==> config.mk <==
export PLATFORM = sky130hd
export DESIGN_NAME = vertex_project
export DESIGN_NICKNAME = d
export VERILOG_FILES = /design/src/rtl/vertex_project_pkg.sv /design/src/rtl/vertex_project_trig_lut.sv /design/src/rtl/vertex_project.sv
export SDC_FILE = /design/constraint.sdc
export NUM_CORES = 2
export LEC_CHECK = 0
export ABC_AREA = 1
export BUFFER_PORTS_ARGS = -buffer_cell sky130_fd_sc_hd__buf_2
export CAP_MARGIN = 15
export CORE_MARGIN = 2
export CORE_UTILIZATION = 50
export CTS_BUF_LIST = sky130_fd_sc_hd__clkbuf_16
export CTS_CLUSTER_SIZE = 8
export DETAILED_ROUTE_END_ITERATION = 10
export PLACE_DENSITY = 0.71
export SLEW_MARGIN = 20
export SYNTH_ARGS = -nofsm -noshare
export SYNTH_HDL_FRONTEND = slang
export SYNTH_SLANG_ARGS = --single-unit
==> constraint.sdc <==
create_clock -name clock -period 8.9 [get_ports clock]
set_clock_uncertainty 0.05 [all_clocks]
set_input_delay 1.335 -clock clock [delete_from_list [all_inputs] [get_ports clock]]
set_output_delay 1.335 -clock clock [all_outputs]
set_load 0.02 [all_outputs]
==> src/rtl/vertex_project_pkg.sv <==
// Shared constants, trig table and vertex field layout for the vertex projection path.
package vertex_project_pkg;

  // Fixed-point and screen-mapping constants
  localparam int Q14_ONE      = 16384;
  localparam int SCREEN_SHIFT = 17;   // drop Q14 fraction plus /8 model-to-screen scale
  localparam int Y_SHIFT      = 3;    // y only gets the /8 scale

  localparam int CENTER_X_DEF = 160;
  localparam int CENTER_Y_DEF = 120;
  localparam int MAX_X_DEF    = 319;
  localparam int MAX_Y_DEF    = 239;

  // Vertex field slice convention, shared with the shape LUT: {x, y, z}
  localparam int COORD_W  = 16;
  localparam int VERTEX_W = 3 * COORD_W;
  localparam int VX_LSB   = 32;
  localparam int VY_LSB   = 16;
  localparam int VZ_LSB   = 0;

  // First quadrant of sin in signed Q1.14, k = 0..4 (22.5 deg steps)
  localparam logic signed [15:0] SIN_Q14 [5] = '{16'sd0, 16'sd6270, 16'sd11585,
                                                 16'sd15137, 16'sd16384};

  function automatic logic signed [15:0] vtx_x(input logic [VERTEX_W-1:0] v);
    return v[VX_LSB +: COORD_W];
  endfunction

  function automatic logic signed [15:0] vtx_y(input logic [VERTEX_W-1:0] v);
    return v[VY_LSB +: COORD_W];
  endfunction

  function automatic logic signed [15:0] vtx_z(input logic [VERTEX_W-1:0] v);
    return v[VZ_LSB +: COORD_W];
  endfunction

  // Full 16-entry sin from the quarter table: mirror within a half turn,
  // negate for the second half turn.
  function automatic logic signed [15:0] sin_lookup(input logic [3:0] k);
    logic [2:0]        p;
    logic [2:0]        idx;
    logic signed [15:0] v;
    p   = k[2:0];
    idx = (p > 3'd4) ? (3'd0 - p) : p;   // 5,6,7 -> 3,2,1
    v   = SIN_Q14[idx];
    return k[3] ? -v : v;
  endfunction

endpackage

==> src/rtl/vertex_project_trig_lut.sv <==
// Combinational sin/cos lookup for 16 angle steps; cos is sin a quarter turn ahead.
module trig_lut
  import vertex_project_pkg::*;
(
  input  logic [3:0]  angle,
  output logic [15:0] sin,
  output logic [15:0] cos
);

  assign sin = sin_lookup(angle);
  assign cos = sin_lookup(angle + 4'd4);   // wraps mod 16

endmodule

==> src/rtl/vertex_project.sv <==
// Three-stage Y-axis rotate + project + clamp pipeline with valid/ready flow control.
module vertex_project
  import vertex_project_pkg::*;
#(
  parameter int CENTER_X = CENTER_X_DEF,
  parameter int CENTER_Y = CENTER_Y_DEF,
  parameter int MAX_X    = MAX_X_DEF,
  parameter int MAX_Y    = MAX_Y_DEF
) (
  input  logic        clock,
  input  logic        reset,
  input  logic        in_valid,
  output logic        in_ready,
  input  logic [47:0] in_vertex,
  input  logic [3:0]  in_angle,
  output logic        out_valid,
  input  logic        out_ready,
  output logic [8:0]  out_x,
  output logic [8:0]  out_y,
  output logic        out_clipped
);

  localparam int STAGES = 3;
  localparam logic signed [17:0] MAXX_S = 18'(MAX_X);
  localparam logic signed [17:0] MAXY_S = 18'(MAX_Y);

  logic              advance;
  logic [STAGES:1]   vld_pipe;

  logic [15:0]        lut_sin, lut_cos;

  logic signed [15:0] s1_x, s1_y, s1_z, s1_sin, s1_cos;
  logic signed [31:0] prod_x, prod_z;
  logic signed [32:0] s2_xr;
  logic signed [15:0] s2_y;

  logic signed [17:0] sx, sy;
  logic [8:0]         clamp_x, clamp_y;
  logic               clip_x, clip_y;

  // Whole pipe moves together unless a result is parked at the output
  assign advance   = ~vld_pipe[STAGES] | out_ready;
  assign in_ready  = advance;
  assign out_valid = vld_pipe[STAGES];

  trig_lut u_trig (
    .angle (in_angle),
    .sin   (lut_sin),
    .cos   (lut_cos)
  );

  // Valid bits shift with the data; reset flushes anything in flight
  always_ff @(posedge clock) begin
    if (reset)        vld_pipe <= '0;
    else if (advance) vld_pipe <= {vld_pipe[STAGES-1:1], in_valid};
  end

  // S1: capture vertex fields and trig values for this vertex's angle
  always_ff @(posedge clock) begin
    if (advance) begin
      s1_x   <= vtx_x(in_vertex);
      s1_y   <= vtx_y(in_vertex);
      s1_z   <= vtx_z(in_vertex);
      s1_sin <= $signed(lut_sin);
      s1_cos <= $signed(lut_cos);
    end
  end

  assign prod_x = s1_x * s1_cos;
  assign prod_z = s1_z * s1_sin;

  // S2: rotated X (33-bit so the sum of two full-scale products cannot wrap)
  always_ff @(posedge clock) begin
    if (advance) begin
      s2_xr <= 33'(prod_x) + 33'(prod_z);
      s2_y  <= s1_y;
    end
  end

  // Arithmetic shift by slicing the sign-carrying upper bits: floors toward -inf
  assign sx = 18'($signed(s2_xr[32:SCREEN_SHIFT])) + 18'(CENTER_X);
  assign sy = 18'($signed(s2_y[15:Y_SHIFT]))       + 18'(CENTER_Y);

  // Clamp both coordinates onto the visible screen
  always_comb begin
    clip_x  = 1'b0;
    clip_y  = 1'b0;
    clamp_x = sx[8:0];
    clamp_y = sy[8:0];
    if (sx[17]) begin
      clamp_x = '0;
      clip_x  = 1'b1;
    end else if (sx > MAXX_S) begin
      clamp_x = MAXX_S[8:0];
      clip_x  = 1'b1;
    end
    if (sy[17]) begin
      clamp_y = '0;
      clip_y  = 1'b1;
    end else if (sy > MAXY_S) begin
      clamp_y = MAXY_S[8:0];
      clip_y  = 1'b1;
    end
  end

  // S3: output register, held stable while downstream stalls
  always_ff @(posedge clock) begin
    if (reset) begin
      out_x       <= '0;
      out_y       <= '0;
      out_clipped <= 1'b0;
    end else if (advance) begin
      out_x       <= clamp_x;
      out_y       <= clamp_y;
      out_clipped <= clip_x | clip_y;
    end
  end

endmodule

==> After elaboration in Yosys (flattened, before gate mapping) <==
Memories as Yosys holds them, arrays and structs flattened.
Cells that the tools add are included.
{ "classes": {"n_bitwise": 5, "n_mul": 2, "addsub": 8, "muxes": 16, "magnitude_cmp": 6} }
{ "ops": {"columns": ["cell", "n"], "rows": [
  ["16-bit two-way mux", 6],
  ["16-bit by 16-bit multiplier with 32-bit output", 2],
  ["9-bit two-way mux", 4],
  ["32-bit by 32-bit adder with 33-bit output", 1],
  ["16-bit negator", 2],
  ["16-bit by 9-bit adder with 17-bit output, second input constant", 1],
  ["17-bit by 10-bit greater-than comparator with 1-bit output, second input constant", 1],
  ["13-bit by 8-bit adder with 14-bit output, second input constant", 1],
  ["14-bit by 9-bit greater-than comparator with 1-bit output, second input constant", 1],
  ["4-bit >= comparator, second input constant", 2],
  ["3-bit inverter with 4-bit output", 2],
  ["3-bit greater-than comparator, second input constant", 2],
  ["3-bit two-way mux", 2],
  ["1-bit by 3-bit subtractor with 3-bit output, first input constant", 2],
  ["4-bit by 3-bit adder with 4-bit output, second input constant", 1],
  ["1-bit two-way mux", 4],
  ["1-bit OR", 2],
  ["1-bit inverter", 1]
]} }
{ "totals": {"wordCells": 50, "mem_bits_ro": 256, "reg_bits": 151, "memories": 2, "in_bits": 56} }
{ "mem_list": {"columns": ["memory", "depth", "word_bits", "read_ports", "rd_clocked_by_memory_dff", "wr", "line_no", "rtl"], "rows": [
  ["(no name shown)", 8, 16, 1, 0, 0, "vertex_project_pkg.sv:45", "v = SIN_Q14[idx];"],
  ["(no name shown)", 8, 16, 1, 0, 0, "vertex_project_pkg.sv:45", null]
]} }

==> Depth between registers and ports, before layout <==
{ "depth": {"depth_word": 9, "ltp_mapped": 31, "depth_no_buf": 30} }

==> By module <==
Synthesis repeated with hierarchy kept, for this count alone.
{ "unflattened": {"cells_unflattened": 3045, "hier_area_um2": 26120.1} }
{ "modules_own_cells": {"columns": ["module", "seq_area_each_um2", "cells_per_inst", "n_inst", "area_per_inst_um2"], "rows": [
  ["vertex_project", 3623.5, 2937, 1, 25484.4],
  ["trig_lut", 0.0, 108, 1, 635.6]
]} }

==> Worst setup path after synthesis <==
OpenSTA, ideal clock, no wires.
{ "synth_path": {"path_kind": "register to register", "startpoint": "register s1_sin[5]", "endpoint": "register s2_xr[32] (data pin)", "setup_ps": 252, "slack_ps": 2022, "stages_incl_launch_ff": 29, "t_arrival_ps": 6576, "n_path_buf": 2, "cell_sequence": "edfxtp_1 -> clkbuf_1 -> clkbuf_1 -> nand2_1 -> fa_1 -> inv_1 -> fa_1 -> fa_1 -> inv_1 -> fa_1 -> inv_1 -> fa_1 -> fa_1 -> fa_1 -> inv_1 -> fa_1 -> inv_1 -> ha_1 -> nand2_1 -> inv_1 -> or2_2 -> nor2_1 -> o21ai_0 -> inv_1 -> nand2_1 -> inv_1 -> nand2_1 -> nand3_1 -> nand2_1"} }
{ "synth_between": {"elab_chain_len": 2} }
{ "synth_rtl": {"columns": ["item", "line_no", "rtl"], "rows": [
  ["start, declared", "vertex_project.sv:32", "logic signed [15:0] s1_x, s1_y, s1_z, s1_sin, s1_cos;"],
  ["start signal, assigned", "vertex_project.sv:64", "s1_sin <= $signed(lut_sin);"],
  ["16-bit by 16-bit multiplier with 32-bit output", "vertex_project.sv:70", "assign prod_z = s1_z * s1_sin;"],
  ["32-bit by 32-bit adder with 33-bit output", "vertex_project.sv:75", "s2_xr <= 33'(prod_x) + 33'(prod_z);"],
  ["end signal, assigned", "vertex_project.sv:75", null],
  ["end, declared", "vertex_project.sv:34", "logic signed [32:0] s2_xr;"]
]} }
No other way between the ends.
A chain may end at the register's enable or synchronous reset.

==> Worst setup path in the final report <==
{ "layout_path": {"startpoint": "register s1_sin[7]", "endpoint": "register s2_xr[31] (data pin)"} }
Same word-level chain as after synthesis.

==> summary.md <==
| Metric | Value |
|---|---|
| CP endpoint kind | `flip-flop` |
| CTS H-tree lvls | `4` |
| Boundary Pins | `77` |
| FF+latch area | `roughly 3500 µm²` |
| Status | `finished clean` |
| CP Max Fanout | `16` |
| Cell with the most instances after synthesis | `inv_1` |
| Final Setup Violations | `0` |
| Final ANT Viol Nets | `0` |
| Headroom to the max-slew limit | `0.4366` |
| Number of I/O port buffers | `73` |
| Grt total ovfl | `0` |
| 1st-iter DRT viols | `about 1000` |
| CTS sink cnt | `124` |
| Starting Density | `0.5049` |
| Vias in the first global route | `just under 20000` |
| Total CTS buffers | `17` |
| Hold Path Class | `flip-flop to flip-flop` |
| Slowest stage delay, CP | `0.87 ns` |
| Number of vias per cell | `4.855` |
| Post-route minimum period | `around 7.6 ns` |
| Worst Setup SP | `s1_sin[7]` |
| CORE AREA | `51200 µm²` |
| Post-synthesis sequential area ratio | `0.1355` |
| Library cells used by synthesis | `roughly 40` |
| Clk_lat worst skew | `between 0.4 and 0.5 ns` |
| CTS Buffer Depth | `2` |
| Critical path, cell by cell | `nand2_1 > fa_1 > inv_1 > fa_1 > inv_1 > fa_1 > fa_1 > inv_1 > fa_1 > fa_1 > inv_1 > fa_1 > fa_1 > inv_1 > ha_1 > nand2_1 > nor2_1 > a211oi_1 > o21ai_0 > a21oi_1 > nand2_1 > nand2_1 > nand2_1` |
| Hold Path Stages | `0` |
| Synth Instances | `around 3000` |
| Syn Area/Cell | `~8.6 µm²` |
| Main synth FF type | `edfxtp_1` |
| Crit-path most repeated cell | `fa_1` |
| Share of cells above drive strength 1 | `0.05197` |
| Drt first pass iters | `5` |
| Pin count of the biggest net entering global routing | `56` |
| Hold wc startpoint | `s1_y[13]` |
| Synth area leaders | `fa_1 45%, inv_1 14%, edfxtp_1 12%` |
| Share of the synthesized area in the top cell type | `0.4492` |
| Area of the multi-input gates | `18250 µm²` |
| Post-Route WL | `between 50000 and 60000 µm` |
| Post-synth EDFFs | `102` |
| Synth Cell Area | `between 20000 and 30000 µm²` |
| Via count of the routed design | `approximately 18000` |
| Area post-placement | `26810 µm²` |
| Final Hold Viols | `0` |
| Critical Path RT | `9.07 ns` |
| CTS tree | `yes` |
| Reg2reg path depth | `23` |
| Post_cts resized | `0` |
| Synth Warn # | `0` |
| Setup_tns | `0 ns` |
| Die H | `231.4 µm` |
| Fill cells | `4718` |
| Final Cycle Share | `0.8560` |
| Slowest stage cell on the critical path | `edfxtp_1` |
| Slew @ Worst Pin | `0.8451 ns` |
| Total track usage | `0.2348` |
| Worst reg2reg path endpoint | `s2_xr[31]` |
| Synthesized flop and latch total | `~120` |
| # rows | `83` |
| DR DRC count | `0` |
| Final HPWL DP | `48310 µm` |
| Mapped Nets | `approximately 3800` |
| Hold Buf Count CTS | `0` |
| Flop2flop setup slack | `between 1 and 1.5 ns` |
| Final #Nets | `3828` |
| Maxcap violations | `0` |
| Most instantiated cells after synthesis | `993 x inv_1, 702 x nand2_1, 580 x fa_1, 165 x ha_1, 102 x edfxtp_1` |
| Ant. Diodes | `0` |
| WHS Endpoint | `s2_y[13]` |
| Routed length per instance | `15.37 µm` |
| Clock-pin slew on the worst setup and hold paths | `0.06 ns` |
| WS Path Type | `flip-flop to flip-flop` |
| CP arrival | `slightly below 8 ns` |
| Die area | `between 50000 and 60000 µm²` |
| Setup Buffers After CTS | `0` |
| Max Slew Vio Count | `0` |
| Die Wd | `231.4 µm` |
| Initial antenna violation count | `0` |
| Area delta synth->final | `6.021%` |
| Design area | `about 27000 µm²` |
| Asr flop ratio synth | `0` |
| RSZ-0062 raised after global routing | `no` |
| Cell type with the largest total area after synthesis | `fa_1` |
| Root buf cell | `clkbuf_16` |
| Max frequency | `0.1313 GHz` |
| Startpoint types | `flip-flop` |
| First-pass GRT wire length | `97210 µm` |
| GP Congestion | `0.9663` |
| Launch point of the worst reg-to-reg path | `s1_sin[7]` |
## how the worst max path moves through the flow
stage | slack [ns] | endpoint | depth (start not counted)
CTS | 1.30 | s2_xr[31] | 23
finish | 1.28 | s2_xr[31] | 23
global placement | 1.37 | s2_xr[32] | 26
floorplan | 2.02 | s2_xr[32] | 28
detailed placement | 1.32 | s2_xr[31] | 23
global route | 0.81 | s2_xr[31] | 23
## placed cells by master (no fill, tap or decap), types with 36 or more instances in the layout
cell | Yosys | routed
edfxtp_1 | 102 | 102
ha_1 | 165 | 165
inv_1 | 993 | 992
fa_1 | 580 | 580
nand2_1 | 702 | 702
a21oi_1 | 52 | 52
nor2_1 | 99 | 99
nand3_1 | 46 | 46
buf_2 | 1 | 73
o21ai_0 | 36 | 36
## cell type report
cell class,count,area share
Inverter,995,0.1364
Clock buffer,17,0.01552
Timing Repair Buffer,86,0.01689
Tap cell,680,0.03104
Multi-Input combinational cell,1803,0.6660
Sequential cell,124,0.1278
Clock inverter,15,0.006392
## logic make-up after synthesis
kind of cell               count (synthesis)  share of synthesized area
buffers and inverters                   1088                     0.1584
and+or+nand+nor                          915                     0.1424
adders and majority gates                745                     0.5290
DFF                                      124                     0.1355
AOI/OAI and AO/OA                        113                    0.02415
xor gates and xnor gates                  30                    0.01046
## critical path: cells and delay by family, from the launching register on
family,cells,cell delay [ns]
flops,1,0.87
simple gates,6,0.64
fa+ha+maj,9,4.84
compound gates,3,0.52
buf+inv,5,0.43
## flip-flops by register name, summed over array words and instances (netlist names)
| signal | flops |
|---|---|
| s1_sin | 14 |
| out_x | 9 |
| out_y | 9 |
| out_clipped | 1 |
| vld_pipe | 3 |
| s2_y | 13 |
| s1_z | 16 |
| s2_xr | 16 |
| s1_x | 16 |
| s1_y | 13 |
| s1_cos | 14 |
## through the flow
stage / hold WS (ns) / util / setup WS (ns) / cells
final: 0.3628 / 0.5353 / 1.282 / 3720
after global routing: 0.3705 / 0.5353 / 0.8063 / 3720
after CTS: 0.3639 / 0.5353 / 1.295 / 3720
after detailed placement: 0.3554 / 0.5236 / 1.323 / 3688
after global placement: 0.3516 / 0.5236 / 1.367 / 3688
after floorplan: 0.3503 / - / 2.022 / 3015
## per-layer routing
layer  wire length [µm]  share of wire  GRT usage  up-vias
li1                   -              -          -     8506
met1              23150           0.40     0.2845     8990
met2              29100           0.51     0.4135      434
met3               2701          0.047    0.04122      129
met4               2222          0.039    0.09657        0
met5                  0              0          0        -
Power is left out: the tool's default activity adds up to more than one toggle a clock period on the data nets, which glitch-free logic cannot reach.
